`config.mk`:
```
export PLATFORM = sky130hd
export DESIGN_NAME = asg_lin
export DESIGN_NICKNAME = d
export VERILOG_FILES = /design/src/rtl/asg_pkg.sv /design/src/rtl/asg_lin.sv
export SDC_FILE = /design/constraint.sdc
export NUM_CORES = 1
export LEC_CHECK = 0
export BUFFER_PORTS_ARGS = -buffer_cell sky130_fd_sc_hd__buf_4
export CORE_UTILIZATION = 30
export DETAILED_ROUTE_END_ITERATION = 16
export PLACE_DENSITY_LB_ADDON = 0.2
export SLEW_MARGIN = 10
export SYNTH_ARGS = -nofsm -noshare
export SYNTH_HDL_FRONTEND = slang
export SYNTH_SLANG_ARGS = --single-unit
```
`constraint.sdc`:
```
create_clock -name sti_aclk -period 3.9 [get_ports sti_aclk]
set_clock_uncertainty 0.15 [all_clocks]
set_input_delay 0.78 -clock sti_aclk [delete_from_list [all_inputs] [get_ports sti_aclk]]
set_output_delay 0.78 -clock sti_aclk [all_outputs]
set_load 0.03 [all_outputs]
```
`src/rtl/asg_pkg.sv`:
```
// Shared constants and the saturation helper for the ASG linear output stage.
package asg_pkg;

    localparam int unsigned DWM_DEF = 16;
    localparam int unsigned DWO_DEF = 14;
    localparam int unsigned SAT_W   = 64;

    localparam logic signed [DWM_DEF-1:0] UNITY_GAIN = DWM_DEF'(1) <<< (DWM_DEF - 2);

    typedef struct packed {
        logic                    clip;
        logic signed [SAT_W-1:0] val;
    } sat_t;

    // Clamp a signed value into the signed range of 'width' bits and report clipping.
    function automatic sat_t sat(input logic signed [SAT_W-1:0] value,
                                 input int unsigned             width);
        sat_t                    r;
        logic signed [SAT_W-1:0] hi;
        logic signed [SAT_W-1:0] lo;
        hi     = (64'sd1 <<< (width - 1)) - 64'sd1;
        lo     = -(64'sd1 <<< (width - 1));
        r.clip = 1'b0;
        r.val  = value;
        if (value > hi) begin
            r.clip = 1'b1;
            r.val  = hi;
        end else if (value < lo) begin
            r.clip = 1'b1;
            r.val  = lo;
        end
        return r;
    endfunction

endpackage

```
`src/rtl/asg_lin.sv`:
```
// Gain/offset/saturate stage between the signal generator and the DAC;
// two pipeline registers with AXI4-stream backpressure and a clip counter.
module asg_lin
    import asg_pkg::*;
#(
    parameter int unsigned DWI = 14,
    parameter int unsigned DWO = DWO_DEF,
    parameter int unsigned DWM = DWM_DEF,
    parameter int unsigned DWS = 14,
    parameter int unsigned DWC = 16
) (
    input  logic                   sti_aclk,
    input  logic                   sti_aresetn,
    input  logic [DWI-1:0]         sti_tdata,
    input  logic [(DWI+7)/8-1:0]   sti_tkeep,
    input  logic                   sti_tlast,
    input  logic                   sti_tvalid,
    output logic                   sti_tready,
    output logic [DWO-1:0]         sto_tdata,
    output logic [(DWO+7)/8-1:0]   sto_tkeep,
    output logic                   sto_tlast,
    output logic                   sto_tvalid,
    input  logic                   sto_tready,
    input  logic                   ctl_rst,
    input  logic [DWM-1:0]         cfg_mul,
    input  logic [DWS-1:0]         cfg_sum,
    output logic [DWC-1:0]         sts_sat,
    output logic                   sts_act
);

    localparam int unsigned DWP = DWI + DWM;
    localparam int unsigned DWA = DWP + 1;

    logic                  rdy1;
    logic                  rdy2;

    logic                  vld1_q,  vld1_d;
    logic                  last1_q, last1_d;
    logic signed [DWP-1:0] mul_q,   mul_d;
    logic signed [DWS-1:0] add_q,   add_d;

    logic                  vld2_q,  vld2_d;
    logic                  last2_q, last2_d;
    logic                  clip2_q, clip2_d;
    logic [DWO-1:0]        dat2_q,  dat2_d;
    logic [DWC-1:0]        sat_cnt_q, sat_cnt_d;

    logic signed [DWA-1:0]   sum;
    sat_t                    sat_res;
    logic signed [SAT_W-1:0] sat_val;
    logic                    unused_ok;

    assign rdy2       = ~vld2_q | sto_tready;
    assign rdy1       = ~vld1_q | rdy2;
    assign sti_tready = rdy1;

    // Stage 1: multiply, and latch the offset alongside so config is per-sample.
    always_comb begin
        vld1_d  = vld1_q;
        last1_d = last1_q;
        mul_d   = mul_q;
        add_d   = add_q;
        if (rdy1) begin
            vld1_d = sti_tvalid;
            if (sti_tvalid) begin
                last1_d = sti_tlast;
                mul_d   = DWP'($signed(sti_tdata)) * DWP'($signed(cfg_mul));
                add_d   = $signed(cfg_sum);
            end
        end
        if (ctl_rst) begin
            vld1_d  = 1'b0;
            last1_d = 1'b0;
        end
    end

    always_comb begin
        sum     = DWA'(mul_q >>> (DWM - 2)) + DWA'(add_q);
        sat_res = sat(SAT_W'(sum), DWO);
        sat_val = sat_res.val;
    end

    // Stage 2: data holds its last value when no new sample arrives.
    always_comb begin
        vld2_d  = vld2_q;
        last2_d = last2_q;
        clip2_d = clip2_q;
        dat2_d  = dat2_q;
        if (rdy2) begin
            vld2_d  = vld1_q;
            last2_d = vld1_q & last1_q;
            if (vld1_q) begin
                dat2_d  = sat_val[DWO-1:0];
                clip2_d = sat_res.clip;
            end else begin
                clip2_d = 1'b0;
            end
        end
        if (ctl_rst) begin
            vld2_d  = 1'b0;
            last2_d = 1'b0;
            clip2_d = 1'b0;
        end
    end

    always_comb begin
        sat_cnt_d = sat_cnt_q;
        if (vld2_q && sto_tready && clip2_q && (sat_cnt_q != '1)) begin
            sat_cnt_d = sat_cnt_q + 1'b1;
        end
        if (ctl_rst) begin
            sat_cnt_d = '0;
        end
    end

    always_ff @(posedge sti_aclk or negedge sti_aresetn) begin
        if (!sti_aresetn) begin
            vld1_q    <= 1'b0;
            last1_q   <= 1'b0;
            mul_q     <= '0;
            add_q     <= '0;
            vld2_q    <= 1'b0;
            last2_q   <= 1'b0;
            clip2_q   <= 1'b0;
            dat2_q    <= '0;
            sat_cnt_q <= '0;
        end else begin
            vld1_q    <= vld1_d;
            last1_q   <= last1_d;
            mul_q     <= mul_d;
            add_q     <= add_d;
            vld2_q    <= vld2_d;
            last2_q   <= last2_d;
            clip2_q   <= clip2_d;
            dat2_q    <= dat2_d;
            sat_cnt_q <= sat_cnt_d;
        end
    end

    assign sto_tdata  = dat2_q;
    assign sto_tkeep  = '1;
    assign sto_tlast  = last2_q;
    assign sto_tvalid = vld2_q;
    assign sts_sat    = sat_cnt_q;
    assign sts_act    = vld1_q | vld2_q;

    assign unused_ok = ^{sti_tkeep, sat_val[SAT_W-1:DWO]};

endmodule
```
==> results.rst <==
.. list-table::
   :header-rows: 1

   * - Metric
     - Value
   * - CP Data Required Time
     - 4000 ps
   * - Arrival time reported for the critical path endpoint
     - 6160 ps
   * - IO Port Bufs
     - 83
   * - Number of distinct standard cells referenced by the synthesized netlist
     - 59
   * - Remaining max-slew budget at the tightest pin
     - 37.1%
   * - Count of antenna-violating nets left after detailed routing
     - 0
   * - Core region area
     - 38,000 um2
   * - Post-route setup slack
     - -2150 ps
   * - Sequential fraction of the synthesis area
     - 13.9%
   * - Cell area after synthesis
     - 11,700 um2
   * - CP Max Fanout
     - 4
   * - Pin count of the biggest net entering global routing
     - 66
   * - Hold violation count in the final report
     - 0
   * - Largest family of logic cells by synthesized area
     - adder cells
   * - Max H-tree Level
     - 3
   * - Cell count after synthesis
     - 1,275
   * - Unrepaired setup endpoints after global routing
     - true
   * - Initial standard-cell utilization of the core
     - 30.8%
   * - Hold-critical path depth
     - 2
   * - Final number of max-transition violations
     - 0
   * - Adder and majority gate portion of the synthesized area
     - 46.5%
   * - HPWL after detailed placement
     - 24.7 mm
   * - Fraction of final layout cells sized beyond drive strength 1
     - 22.9%
   * - Most used cells in the layout excluding fill and tap cells
     - 251 x sky130_fd_sc_hd__inv_1, 210 x sky130_fd_sc_hd__fa_1, 199 x sky130_fd_sc_hd__buf_4
   * - Reported max-cap violation count
     - 0
   * - Routed wire length
     - 29.4 mm
   * - Min-Delay Path Class
     - reg2reg
   * - Worst min-delay path startpoint
     - add_q[2]
   * - Capturing point of the worst reg2reg path
     - sto_tdata[2]
   * - Ys async rst share
     - 100%
   * - Start of the worst register-to-register path
     - mul_q[14]
   * - Die area
     - 39,800 um2
   * - Compound-cell area share of the yosys netlist
     - 8.57%
   * - Vias in the first global route
     - 9,839
   * - Combined global-route utilization of all metal layers
     - 16.0%
   * - Final period utilization
     - 155%
   * - Reg clk slew, reported paths
     - 50 ps
   * - YS warnings
     - 0
   * - Vias per std cell
     - 4.51
   * - Clock network latency to the later pin of the worst-skew pair
     - 330 ps
   * - Post-layout net count
     - 1,826
   * - Remaining DRCs
     - 0
   * - Global route overflow
     - 0
   * - Post-synthesis simple-gate area fraction
     - 17.3%
   * - Final TNS setup
     - -31,740 ps
   * - Non-Filler Instances
     - 1,985
   * - Synth Register Bits
     - 65
   * - Number of fill cells in the layout
     - 3,979
   * - CTS hold repair buffers
     - 0
   * - Vias after detailed routing
     - 8,955
   * - Root Driver
     - sky130_fd_sc_hd__clkbuf_16
   * - Worst Setup Start Kind
     - primary input
   * - Result of the run
     - complete, but fails checks
   * - DRC violation total after the first TritonRoute iteration
     - 238
   * - Setup violators final
     - 16
   * - Minimum setup slack among reg-to-reg paths
     - 510 ps
   * - Number of core rows
     - 71
   * - Most common cell after layout, fill and taps aside
     - sky130_fd_sc_hd__inv_1
   * - Number of antenna violations at the first check in global routing
     - 0
   * - Number of placed cells counting well taps
     - 1,953
   * - Flip-flop and latch area
     - 1630 um2
   * - Number of buffers created by CTS
     - 9
   * - Multiplexer share of the synthesized area
     - 0.182%
   * - Average cell area after synthesis
     - 9.18 um2
   * - Clock Path Buffers
     - 2
   * - Critical Setup Path Class
     - in2reg
   * - Failing checks
     - negative setup slack
   * - Worst Tran Pin Value
     - 944 ps
   * - Count of flip-flops with a built-in enable after synthesis
     - 0
   * - Max Clk Rate
     - 0.165 GHz
   * - First-pass iteration count of the detailed router
     - 5
   * - Kind of capture point of the worst setup path
     - register
   * - CTS tree
     - done
   * - Final Critical Period
     - 6050 ps
   * - Worst Hold End
     - add_q[2]
   * - Routability-driven placement congestion ratio
     - 0.826
   * - Post-synthesis xor/xnor area fraction
     - 3.50%
   * - Wire length of the first global-routing pass
     - 50.0 mm
   * - Number of cells traversed by the worst register-to-register path
     - 10
   * - Sink Count
     - 65
   * - Io pins
     - 88
   * - Prevailing post-synth register cell
     - sky130_fd_sc_hd__dfrtp_1
   * - Die Y-Extent
     - 200 um
   * - Multi-input gate area in the final layout
     - 9360 um2
   * - Die outline width
     - 200 um
   * - Antenna fix cells
     - 0
   * - Average wire per standard cell
     - 14.8 um
   * - Area Overhead vs Synth
     - 26.4%
   * - Minimum hold slack
     - 326 ps
synthesized netlist by cell type (8+ instances only):
library cell / instances / area (um2)
sky130_fd_sc_hd__a211oi_2: 10 / 125
sky130_fd_sc_hd__a21o_1: 8 / 60.1
sky130_fd_sc_hd__a21oi_1: 24 / 120
sky130_fd_sc_hd__and2_1: 118 / 738
sky130_fd_sc_hd__clkbuf_1: 40 / 150
sky130_fd_sc_hd__dfrtp_1: 65 / 1630
sky130_fd_sc_hd__fa_1: 219 / 4380
sky130_fd_sc_hd__ha_1: 85 / 1060
sky130_fd_sc_hd__inv_1: 260 / 976
sky130_fd_sc_hd__nand2_1: 173 / 649
sky130_fd_sc_hd__nand2b_1: 8 / 50.1
sky130_fd_sc_hd__nand3_1: 13 / 65.1
sky130_fd_sc_hd__nand4_1: 10 / 62.6
sky130_fd_sc_hd__nor2_1: 66 / 248
sky130_fd_sc_hd__nor3_1: 11 / 55.1
sky130_fd_sc_hd__o21a_1: 10 / 75.1
sky130_fd_sc_hd__o21ai_0: 25 / 125
sky130_fd_sc_hd__xnor2_1: 28 / 245
sky130_fd_sc_hd__xor2_1: 15 / 131
per-stage QoR:
step                cell area (um2)  util, %  setup slack, ps
floorplan                     11900        -            -2220
global placement              13900     36.6            -2500
detailed placement            13900     36.6            -2560
CTS                           14600     38.5            -2120
global route                  14800     38.9            -2380
finish                        14800     38.9            -2150
sequential cells by signal (all words and copies together), names as in the netlist:
signal and cells:
mul_q 16, sts_sat 16, add_q 14, sto_tdata 14, clip2_q 1, last1_q 1, sto_tlast 1, sto_tvalid 1
vld1_q 1
per-layer routing:
| metal | GRT usage (%) | vias up | routed length [um] |
|---|---|---|---|
| li1 | - | 4306 | - |
| met1 | 20.7 | 4510 | 13400 |
| met2 | 29.0 | 117 | 15000 |
| met3 | 1.42 | 22 | 667 |
| met4 | 2.71 | 0 | 334 |
| met5 | 0 | - | 0 |
worst max-delay path, stage by stage:
cell and delay (ps):
sky130_fd_sc_hd__buf_12 100, sky130_fd_sc_hd__buf_6 120, sky130_fd_sc_hd__buf_4 130, sky130_fd_sc_hd__and2_4 130, sky130_fd_sc_hd__fa_1 560, sky130_fd_sc_hd__fa_2 470
sky130_fd_sc_hd__fa_2 610, sky130_fd_sc_hd__fa_2 430, sky130_fd_sc_hd__fa_1 540, sky130_fd_sc_hd__inv_2 40, sky130_fd_sc_hd__fa_1 540, sky130_fd_sc_hd__inv_2 50
sky130_fd_sc_hd__ha_4 270, sky130_fd_sc_hd__buf_4 100, sky130_fd_sc_hd__nand4_1 90, sky130_fd_sc_hd__nor2_1 140, sky130_fd_sc_hd__a41o_1 170, sky130_fd_sc_hd__o31a_1 220
sky130_fd_sc_hd__buf_4 140, sky130_fd_sc_hd__buf_4 90, sky130_fd_sc_hd__o21a_1 130, sky130_fd_sc_hd__nor2_1 50, sky130_fd_sc_hd__xor2_1 130, sky130_fd_sc_hd__o21ai_0 130
cells by family (layout without fill, tap and decap cells):
family / after synthesis / in the layout
adder cells (fa/ha/maj): 304 / 304
multiplexers: 2 / 2
flip-flops: 65 / 65
XOR/XNOR: 45 / 45
AND/OR/NAND/NOR: 421 / 421
buffers and inverters: 304 / 502
AO/OA/AOI/OAI: 133 / 133
other: 1 / 2
final cells by class:
class / count / share of cell area, %
clock buffers: 12 / 1.60
well taps: 511 / 4.32
multi-input cells: 907 / 63.3
inverters: 260 / 6.60
flip-flops and latches: 65 / 11.0
clock inverters: 3 / 0.288
repair buffers: 227 / 12.9
what timing repair did:
action | 4_1_cts | 5_1_grt
pin swaps | 39 | 32
hold endpoints to repair | 0 | 0
setup endpoints to repair | 16 | 16
buffers inserted | 11 | 5
cloned | 1 | 1
gates resized for setup | 74 | 22
worst max-delay path by stage:
stage	cells past startpoint	end	slack, ps	start
2_1_floorplan	23	mul_q[29]	-2220	cfg_mul[6]
3_5_place_dp	20	mul_q[29]	-2560	cfg_mul[15]
5_1_grt	22	mul_q[27]	-2380	sti_tdata[9]
3_3_place_gp	21	mul_q[29]	-2500	sti_tdata[8]
4_1_cts	23	mul_q[29]	-2120	sti_tdata[3]
6_report	24	mul_q[25]	-2150	cfg_mul[6]
Power is not shown: default switching activity piles up to over one toggle a cycle in this logic, so the estimate is an artifact.
